File: config.mk
export PLATFORM = sky130hd
export DESIGN_NAME = alu_seq
export DESIGN_NICKNAME = d
export VERILOG_FILES = /design/src/rtl/alu_seq.sv
export SDC_FILE = /design/constraint.sdc
export NUM_CORES = 1
export LEC_CHECK = 0
export CORE_MARGIN = 2
export CORE_UTILIZATION = 25
export CTS_BUF_LIST = sky130_fd_sc_hd__clkbuf_2 sky130_fd_sc_hd__clkbuf_4 sky130_fd_sc_hd__clkbuf_8
export DETAILED_ROUTE_END_ITERATION = 16
export PLACE_DENSITY = 0.46
export SKIP_CTS_REPAIR_TIMING = 1
export SLEW_MARGIN = 5
export SYNTH_ARGS = -nofsm -noshare
export SYNTH_HDL_FRONTEND = slang
export SYNTH_SLANG_ARGS = --single-unit
File: constraint.sdc
create_clock -name clk_i -period 4.5 [get_ports clk_i]
set_input_delay 0.45 -clock clk_i [delete_from_list [all_inputs] [get_ports clk_i]]
set_output_delay 0.45 -clock clk_i [all_outputs]
set_load 0.05 [all_outputs]
File: src/rtl/alu_seq.sv
// Registered W-bit ALU with accumulator and multi-cycle shift/multiply under start/busy/done.
// Define ALU_MUL_EN to compile in the shift-add multiplier (op 1011); otherwise 1011 is reserved.
module alu_seq #(
    parameter int unsigned W  = 8,
    parameter int unsigned SW = $clog2(W)
) (
    input  logic         clk_i,
    input  logic         rst_ni,
    input  logic         start_i,
    input  logic [3:0]   op_i,
    input  logic [W-1:0] a_i,
    input  logic [W-1:0] b_i,
    input  logic         c_in_i,
    input  logic         src_acc_i,
    output logic [W-1:0] r_o,
    output logic [W-1:0] hi_o,
    output logic         zero_o,
    output logic         carry_o,
    output logic         sign_o,
    output logic         ovf_o,
    output logic         ill_o,
    output logic         busy_o,
    output logic         done_o
);
    localparam int unsigned CW = $clog2(W) + 1;

    typedef enum logic [1:0] {
        StIdle,
        StShift
`ifdef ALU_MUL_EN
        , StMult
`endif
    } state_e;

    state_e        state_q, state_d;
    logic [W-1:0]  r_q, r_d;
    logic          zero_q, zero_d, carry_q, carry_d, sign_q, sign_d, ovf_q, ovf_d;
    logic          ill_q, ill_d, done_q, done_d;
    logic [W-1:0]  sh_q, sh_d;
    logic [CW-1:0] cnt_q, cnt_d;
    logic [1:0]    sh_op_q, sh_op_d;

    logic [W-1:0]  x, addend, sh_nxt, res;
    logic [SW-1:0] k;
    logic [W:0]    sum;
    logic          cin, ovf_add, sh_out, fin, res_c, res_v;
`ifdef ALU_MUL_EN
    logic [W-1:0]  hi_q, hi_d, ph_q, ph_d, mc_q, mc_d, res_hi;
    logic [W:0]    madd;
`endif

    always_comb begin
        state_d = state_q;
        r_d     = r_q;
        zero_d  = zero_q;
        carry_d = carry_q;
        sign_d  = sign_q;
        ovf_d   = ovf_q;
        ill_d   = ill_q;
        done_d  = 1'b0;
        sh_d    = sh_q;
        cnt_d   = cnt_q;
        sh_op_d = sh_op_q;
        fin     = 1'b0;
        res     = '0;
        res_c   = 1'b0;
        res_v   = 1'b0;
`ifdef ALU_MUL_EN
        hi_d    = hi_q;
        ph_d    = ph_q;
        mc_d    = mc_q;
        res_hi  = '0;
        madd    = {1'b0, ph_q} + (sh_q[0] ? {1'b0, mc_q} : '0);
`endif

        x = src_acc_i ? r_q : a_i;
        k = b_i[SW-1:0];

        // ADD/SUB/INC/DEC share one adder; low op bits select the addend and carry-in.
        unique case (op_i[1:0])
            2'b00:   begin addend = b_i;  cin = c_in_i; end
            2'b01:   begin addend = ~b_i; cin = 1'b1;   end
            2'b10:   begin addend = '0;   cin = 1'b1;   end
            default: begin addend = '1;   cin = 1'b0;   end
        endcase
        sum     = {1'b0, x} + {1'b0, addend} + {{W{1'b0}}, cin};
        ovf_add = (x[W-1] == addend[W-1]) && (sum[W-1] != x[W-1]);

        case (sh_op_q)
            2'b00:   begin sh_nxt = {sh_q[W-2:0], 1'b0};     sh_out = sh_q[W-1]; end
            2'b01:   begin sh_nxt = {1'b0, sh_q[W-1:1]};     sh_out = sh_q[0];   end
            default: begin sh_nxt = {sh_q[W-1], sh_q[W-1:1]}; sh_out = sh_q[0];  end
        endcase

        case (state_q)
            StIdle: begin
                if (start_i) begin
                    case (op_i)
                        4'b0000, 4'b0001, 4'b0010, 4'b0011: begin
                            fin   = 1'b1;
                            res   = sum[W-1:0];
                            res_c = sum[W];
                            res_v = ovf_add;
                        end
                        4'b0100: begin fin = 1'b1; res = x & b_i; end
                        4'b0101: begin fin = 1'b1; res = x | b_i; end
                        4'b0110: begin fin = 1'b1; res = x ^ b_i; end
                        4'b0111: begin fin = 1'b1; res = ~x;      end
                        4'b1000, 4'b1001, 4'b1010: begin
                            if (k == '0) begin
                                fin = 1'b1;
                                res = x;
                            end else begin
                                sh_d    = x;
                                cnt_d   = CW'(k);
                                sh_op_d = op_i[1:0];
                                state_d = StShift;
                            end
                        end
`ifdef ALU_MUL_EN
                        4'b1011: begin
                            mc_d    = x;
                            sh_d    = b_i;
                            ph_d    = '0;
                            cnt_d   = CW'(W);
                            state_d = StMult;
                        end
`endif
                        default: begin
                            // Reserved: results and flags hold, only ill and done move.
                            ill_d  = 1'b1;
                            done_d = 1'b1;
                        end
                    endcase
                end
            end
            StShift: begin
                sh_d  = sh_nxt;
                cnt_d = cnt_q - 1'b1;
                if (cnt_q == CW'(1)) begin
                    fin     = 1'b1;
                    res     = sh_nxt;
                    res_c   = sh_out;
                    state_d = StIdle;
                end
            end
`ifdef ALU_MUL_EN
            StMult: begin
                // {ph, sh} shifts right one place per step; sh ends as the low product half.
                ph_d  = madd[W:1];
                sh_d  = {madd[0], sh_q[W-1:1]};
                cnt_d = cnt_q - 1'b1;
                if (cnt_q == CW'(1)) begin
                    fin     = 1'b1;
                    res     = {madd[0], sh_q[W-1:1]};
                    res_hi  = madd[W:1];
                    res_c   = |madd[W:1];
                    state_d = StIdle;
                end
            end
`endif
            default: state_d = StIdle;
        endcase

        if (fin) begin
            r_d     = res;
            zero_d  = (res == '0);
            sign_d  = res[W-1];
            carry_d = res_c;
            ovf_d   = res_v;
            ill_d   = 1'b0;
            done_d  = 1'b1;
`ifdef ALU_MUL_EN
            hi_d    = res_hi;
`endif
        end
    end

    always_ff @(posedge clk_i) begin
        if (!rst_ni) begin
            state_q <= StIdle;
            r_q     <= '0;
            zero_q  <= 1'b0;
            carry_q <= 1'b0;
            sign_q  <= 1'b0;
            ovf_q   <= 1'b0;
            ill_q   <= 1'b0;
            done_q  <= 1'b0;
            sh_q    <= '0;
            cnt_q   <= '0;
            sh_op_q <= '0;
`ifdef ALU_MUL_EN
            hi_q    <= '0;
            ph_q    <= '0;
            mc_q    <= '0;
`endif
        end else begin
            state_q <= state_d;
            r_q     <= r_d;
            zero_q  <= zero_d;
            carry_q <= carry_d;
            sign_q  <= sign_d;
            ovf_q   <= ovf_d;
            ill_q   <= ill_d;
            done_q  <= done_d;
            sh_q    <= sh_d;
            cnt_q   <= cnt_d;
            sh_op_q <= sh_op_d;
`ifdef ALU_MUL_EN
            hi_q    <= hi_d;
            ph_q    <= ph_d;
            mc_q    <= mc_d;
`endif
        end
    end

    assign r_o     = r_q;
    assign zero_o  = zero_q;
    assign carry_o = carry_q;
    assign sign_o  = sign_q;
    assign ovf_o   = ovf_q;
    assign ill_o   = ill_q;
    assign done_o  = done_q;
    assign busy_o  = (state_q != StIdle);
`ifdef ALU_MUL_EN
    assign hi_o    = hi_q;
`else
    assign hi_o    = '0;
`endif

endmodule

==> results of run 1 <==
## worst min path at each step
stage	startpoint	end	slack (ns)
final	zero_o$_SDFFE_PN0P_	zero_o$_SDFFE_PN0P_	0.48
after floorplan	cnt_q[0]$_SDFFE_PN0P_	cnt_q[0]$_SDFFE_PN0P_	0.47
after CTS	r_o[0]$_SDFFE_PN0P_	r_o[0]$_SDFFE_PN0P_	0.49
after detailed placement	zero_o$_SDFFE_PN0P_	zero_o$_SDFFE_PN0P_	0.48
after global routing	ill_o$_SDFFE_PP0P_	ill_o$_SDFFE_PP0P_	0.52
after global placement	r_o[0]$_SDFFE_PN0P_	r_o[0]$_SDFFE_PN0P_	0.47
## cell type report
type	instances	area [sq um]	share of cell area (%)
Sequential cell	28	560.5	16.44
Tap cell	143	178.9	5.248
Inverter	32	120.1	3.523
Clock buffer	4	55.05	1.615
Multi-Input combinational cell	271	2037	59.74
Timing Repair Buffer	48	457.9	13.43
## sequential cells by signal (all words and copies together) (netlist names)
name	count
cnt_q	4
zero_o	1
done_o	1
ill_o	1
ovf_o	1
r_o	7
sign_o	1
carry_o	1
state_q	1
sh_op_q	2
sh_q	8
## stage by stage
| stage | setup slack [ns] | hold WS, ns | cell area (sq um) | std cells | util [%] |
|---|---|---|---|---|---|
| 3_3_place_gp | 0.7255 | 0.4722 | 3354 | 522 | 29.63 |
| 6_report | 0.9793 | 0.4806 | 3410 | 526 | 30.12 |
| 5_1_grt | 0.6687 | 0.5214 | 3410 | 526 | 30.12 |
| 3_5_place_dp | 0.6834 | 0.4758 | 3354 | 522 | 29.63 |
| 4_1_cts | 0.9834 | 0.4899 | 3410 | 526 | 30.12 |
| 2_1_floorplan | 1.444 | 0.4680 | 2893 | 358 | - |
## power by group
part / switching, W / leakage [nW] / internal, W
combinational: 0.000186 / 1.17 / 0.000131
clock: 0.0000838 / 0.0288 / 0.0000785
sequential: 0.0000109 / 0.228 / 0.000260
## cells in the final DEF, fill, tap and decap left out, types with 2 or more instances in the layout
cell,instances
a211o_1,13
a211oi_1,8
a21oi_1,22
a221o_1,2
a221oi_1,4
a222oi_1,3
a22o_1,3
a22oi_1,4
and2_1,2
and2_4,2
buf_4,9
clkbuf_8,4
clkdlybuf4s50_1,39
conb_1,8
dfxtp_1,28
fa_1,2
ha_1,31
inv_1,30
mux2_2,4
mux2i_1,17
nand2_1,18
nand2b_1,14
nand3_1,2
nor2_1,37
nor2b_1,12
nor3_1,4
nor3_4,2
nor4_1,2
o2111ai_1,2
o21ai_0,7
o21ai_1,2
o221ai_1,3
o22ai_1,5
or2_2,3
or2b_1,2
or3_4,2
xnor2_1,5
xor2_1,2
## routing by layer
metal	up-vias	part of all wire (%)	global-route usage, %	wire (um)
met5	-	0	0	0
met4	0	0.29	0.8230	24
met3	2	4.6	1.859	376
met2	70	46	21.68	3756
met1	1243	49	18.86	4017
li1	1290	-	-	-
## cells by family (layout without fill, tap and decap cells)
kind of cell	count (synthesis)	after routing	synth area share, %
AO/OA/AOI/OAI	90	90	23.48
multiplexers	21	21	7.507
other	1	8	0.1308
flip-flops	28	28	19.55
buffers and inverters	59	84	10.30
XOR/XNOR	7	7	2.139
adder cells (fa/ha/maj)	33	33	14.93
AND/OR/NAND/NOR	112	112	21.96
## worst min-delay path: cells and delay by family, from the launching register on
| family | cells | cell delay [ns] |
|---|---|---|
| flops | 1 | 0.34 |
| simple gates | 2 | 0.11 |
## synthesized netlist by cell type (5+ instances only)
| cell type | count | area share (%) |
|---|---|---|
| mux2i_1 | 17 | 5.9 |
| a21oi_1 | 22 | 3.8 |
| nand2_1 | 18 | 2.4 |
| o21ai_0 | 7 | 1.2 |
| nor2b_1 | 12 | 2.6 |
| clkbuf_1 | 6 | 0.79 |
| a211oi_1 | 8 | 2.1 |
| nand2b_1 | 14 | 3.1 |
| dfxtp_1 | 28 | 20 |
| o22ai_1 | 5 | 1.1 |
| buf_2 | 5 | 0.87 |
| nor2_1 | 37 | 4.8 |
| buf_4 | 10 | 2.6 |
| xnor2_1 | 5 | 1.5 |
| inv_1 | 30 | 3.9 |
| ha_1 | 31 | 14 |
| a211o_1 | 13 | 4.0 |
==> flow_summary.ini, run 1 <==
[synth]
synthCells = 351
synth_ff_type = dfxtp_1
synth.cell_area_sq_mm = 0.002866
synth_edf_count = 0
async_flop_share_pct = 0
avgSynthCellArea_sq_um = 8.167
yosysSeqAreaShare_pct = 19.55
ys_ff_latch = 28
ys_types = 64
ys.warnings.count = 0

[hold_path]
hp-class = flip-flop to flip-flop
worstHoldPathCells = 2

[global_routing]
grt_usage_pct = 13.05
antenna_found_initial = 0
grt_max_degree = 30
grt_pass1_vias = 2576
grt_pass1_wl_mm = 13.39
globalRouteOverflowTotal = 0

[clocking]
cts_max_level = 1
clockBufferDepth = 2
cts-buffers-inserted = 3
cts-root-buf = clkbuf_8
clkTransAtPathRegs_ns = 0.11
clk_latency_ns = 0.28
cts_tree = yes
numClockSinks = 28

[floorplanning]
boundaryPins = 48
initial_core_util_pct = 25.32
chipHeight_um = 111.1
rows = 39
die_x_um = 111.1
die_area_sq_mm = 0.01234
placeableCoreArea_sq_mm = 0.01132

[power]
pwr_density_cell_mw_per_mm2 = 220.3
power_leakage_nw = 1.422
vdd_ir_drop_max_v = 0.0001203
power_w = 0.0007512

[route]
drc = 0
via_per_inst = 4.952
ant_nets = 0
wl_mm = 8.175
first_pass_iters = 6
avgRoutedWirePerCell_um = 15.54
vias = 2605
first_iter_violations = 140

[setup_path]
crit_slowest_cell = clkdlybuf4s50_1
crit_path_end_kind = flip-flop
reg2reg_to = zero_o$_SDFFE_PN0P_
rr_worst_depth = 9
rrSetupSlack_ns = 1.79
cp_max_fo = 15
critPathKind = primary input to flip-flop
worst_ep_arrival_time_ns = 3.76
crit_chain = clkdlybuf4s50_1 > inv_1 > ha_1 > buf_4 > nor2b_1 > a211oi_1 > fa_1 > fa_1 > nand2b_1 > a21oi_1 > o22ai_1 > xnor2_1 > a211oi_1 > nand4_1 > nand2_1
reg2reg_from = r_o[0]$_SDFFE_PN0P_
crit_cells = 15
cp_top_family = adder cells
timing.critical_path.buf_inv = 3
cp-start-kind = primary input
critPathMaxStageDelay_ns = 0.49
startpoint = op_i[1]
crit_end = zero_o$_SDFFE_PN0P_
required_ns = 4.74

[sta]
finalSetupViolCount = 0
tightestPinTransition_ns = 0.8317
relSlewSlack_pct = 42.97
layout_worst_path_cycle_share_pct = 78.24
drv_slew = 0
finalHoldViolCount = 0
max_clock_freq_ghz = 0.2840
finClkSkew_ns = 0.01192
finalSetupTns_ns = 0
rsz0062_at_grt = false
period_needed_ns = 3.521

[final_layout]
nFillCells = 1240
area_delta_synth_final_pct = 18.94
num_antenna_cells = 0
final_layout_size_suffix_gt1_share_pct = 9.922
nNetsFinal = 442

[place]
gp_congestion = 0.8856
io_buffers = 39
dpl.hpwl_mm = 6.563

[flow_run]
maxCapViolCount = 0

[outcome]
status = complete, no violations
Note: power is estimated with default switching activity, not from simulation.
==> run 2: changes to the inputs <==
--- a/config.mk
+++ b/config.mk
@@ -9,7 +9,7 @@
 export CORE_UTILIZATION = 25
 export CTS_BUF_LIST = sky130_fd_sc_hd__clkbuf_2 sky130_fd_sc_hd__clkbuf_4 sky130_fd_sc_hd__clkbuf_8
 export DETAILED_ROUTE_END_ITERATION = 16
-export PLACE_DENSITY = 0.46
+export PLACE_DENSITY = 0.47
 export SKIP_CTS_REPAIR_TIMING = 1
 export SLEW_MARGIN = 5
 export SYNTH_ARGS = -nofsm -noshare
==> constraint.sdc (replaced) <==
create_clock -name clk_i -period 3 [get_ports clk_i]
set_input_delay 0.3 -clock clk_i [delete_from_list [all_inputs] [get_ports clk_i]]
set_output_delay 0.3 -clock clk_i [all_outputs]
set_load 0.05 [all_outputs]
==> run 2 against run 1 <==
Register-to-register slack worse by 1.2 ns; worst hold slack worse by 0.045 ns; clock skew up 0.0017 ns; sequential share of layout area down 2.0 points.
==> flow_summary.ini, run 2 (synthesized netlist as in run 1, its figures left out) <==
[outcome]
status = complete, no violations

[clocking]
cts-buffers-inserted = 3
numClockSinks = 28
cts-root-buf = clkbuf_8
clk_latency_ns = 0.28
cts_max_level = 1
clkTransAtPathRegs_ns = 0.11
cts_tree = yes
clockBufferDepth = 2

[sta]
tightestPinTransition_ns = 0.7849
drv_slew = 0
max_clock_freq_ghz = 0.3667
finalHoldViolCount = 0
rsz0062_at_grt = false
period_needed_ns = 2.727
relSlewSlack_pct = 47.19
finalSetupViolCount = 0
finClkSkew_ns = 0.01360
layout_worst_path_cycle_share_pct = 90.90

[place]
dpl.hpwl_mm = 7.088
dp.cells = 566
gp_congestion = 0.8452
io_buffers = 39

[global_routing]
globalRouteOverflowTotal = 0
grt_pass1_wl_mm = 13.96
grt_pass1_vias = 2724
grt_usage_pct = 13.72
antenna_found_initial = 0
grt_max_degree = 25

[final_layout]
final_layout_size_suffix_gt1_share_pct = 23.19
num_antenna_cells = 0
nNetsFinal = 486
mostFrequentLayoutCells = buf_4 (51), nor2_1 (37), clkdlybuf4s50_1 (37), inv_1 (29), ha_1 (29)
regMostFlops = sh_q
final_common_cell = buf_4
final_cell_count_no_fill = 570
area_delta_synth_final_pct = 35.01
largest_reg_flops = 8
fin_util_pct = 34.18

[power]
power_leakage_nw = 1.679
power_frac_comb_pct = 44.3
power_frac_clock_pct = 23.8
vdd_ir_drop_max_v = 0.0001902
switching_share_pct = 35.02
pwr_density_cell_mw_per_mm2 = 331.3
p_switching_w = 0.0004489
internal_power_w = 0.0008331
p_seq_share_pct = 31.9

[hold_path]
hp-class = primary input to flip-flop

[floorplanning]
boundaryPins = 48
chipHeight_um = 111.1
die_x_um = 111.1
die_area_sq_mm = 0.01234
rows = 39
placeableCoreArea_sq_mm = 0.01132
initial_core_util_pct = 25.32

[setup_path]
worst_ep_arrival_time_ns = 2.97
required_ns = 3.24
critPathKind = primary input to flip-flop
cp_max_fo = 6
crit_path_end_kind = flip-flop
cp-start-kind = primary input

[route]
first_iter_violations = 174
ant_nets = 0
avgRoutedWirePerCell_um = 15.08
vias = 2761
via_per_inst = 4.844
first_pass_iters = 5
drc = 0
wl_mm = 8.595

[flow_run]
maxCapViolCount = 0
-- run 2: changes by cell type in the layout (fill, tap and decap cells not counted), sizes merged --
cell           change
buf               +44
bufinv             +1
clkbuf             -1
dlymetal6s2s       +2
clkdlybuf4s50      -2
-- run 2: through the flow --
step / total power (W) / setup slack [ns] / setup TNS (ns) / instance area, sq um / hold slack [ns]
after floorplan: 0.0007596 / 0.09441 / 0 / 2893 / 0.4175
after global placement: 0.0009506 / -0.3541 / -1.757 / 3697 / 0.4696
after detailed placement: 0.0009577 / -0.3831 / -2.013 / 3697 / 0.4735
after CTS: 0.001264 / -0.09457 / -0.1120 / 3769 / 0.4876
after global routing: 0.001355 / 0.06913 / 0 / 3870 / 0.4866
final: 0.001282 / 0.2729 / 0 / 3870 / 0.4360
-- run 2: area by class of cell --
| type | instances | area, sq um |
|---|---|---|
| Inverter | 32 | 120.1 |
| Tap cell | 143 | 178.9 |
| Clock inverter | 1 | 30.03 |
| Timing Repair Buffer | 92 | 809.5 |
| Clock buffer | 3 | 41.29 |
| Fill cell | 1229 | 7451 |
| Sequential cell | 28 | 560.5 |
| Multi-Input combinational cell | 271 | 2130 |
-- run 2: per-layer routing --
layer	wire [um]	vias up	global-route usage [%]	share of wire [%]
met3	408	10	2.460	4.7
met2	4050	72	23.60	47
met4	51	0	1.152	0.59
li1	-	1385	-	-
met1	4086	1294	18.71	48
met5	0	-	0	0
-- run 2: power by group through the flow --
stage	Clock, W	Sequential [W]	Combinational, W
floorplan	0	0.000447	0.000312
global placement	0	0.000417	0.000534
detailed placement	0	0.000418	0.000540
CTS	0.000313	0.000409	0.000542
global route	0.000323	0.000412	0.000620
finish	0.000305	0.000409	0.000568
-- run 2: worst max-delay path, stage by stage --
cell	delay (ns)
clkdlybuf4s50_1	0.51
buf_12	0.13
mux2i_1	0.42
buf_4	0.23
inv_1	0.05
ha_1	0.17
a222oi_1	0.37
a21oi_1	0.11
o2bb2ai_1	0.27
o2111a_1	0.25
nand4_1	0.09
nand2_1	0.06
-- run 2: worst paths after layout --
kind	start	end	slack (ns)	cells past startpoint
setup / recovery	src_acc_i	zero_o$_SDFFE_PN0P_	0.27	12
setup reg to reg	r_o[0]$_SDFFE_PN0P_	zero_o$_SDFFE_PN0P_	0.59	10
hold reg to reg	r_o[0]$_SDFFE_PN0P_	r_o[0]$_SDFFE_PN0P_	0.48	2
hold / removal	op_i[0]	sh_op_q[0]$_SDFFE_PN0P_	0.44	4
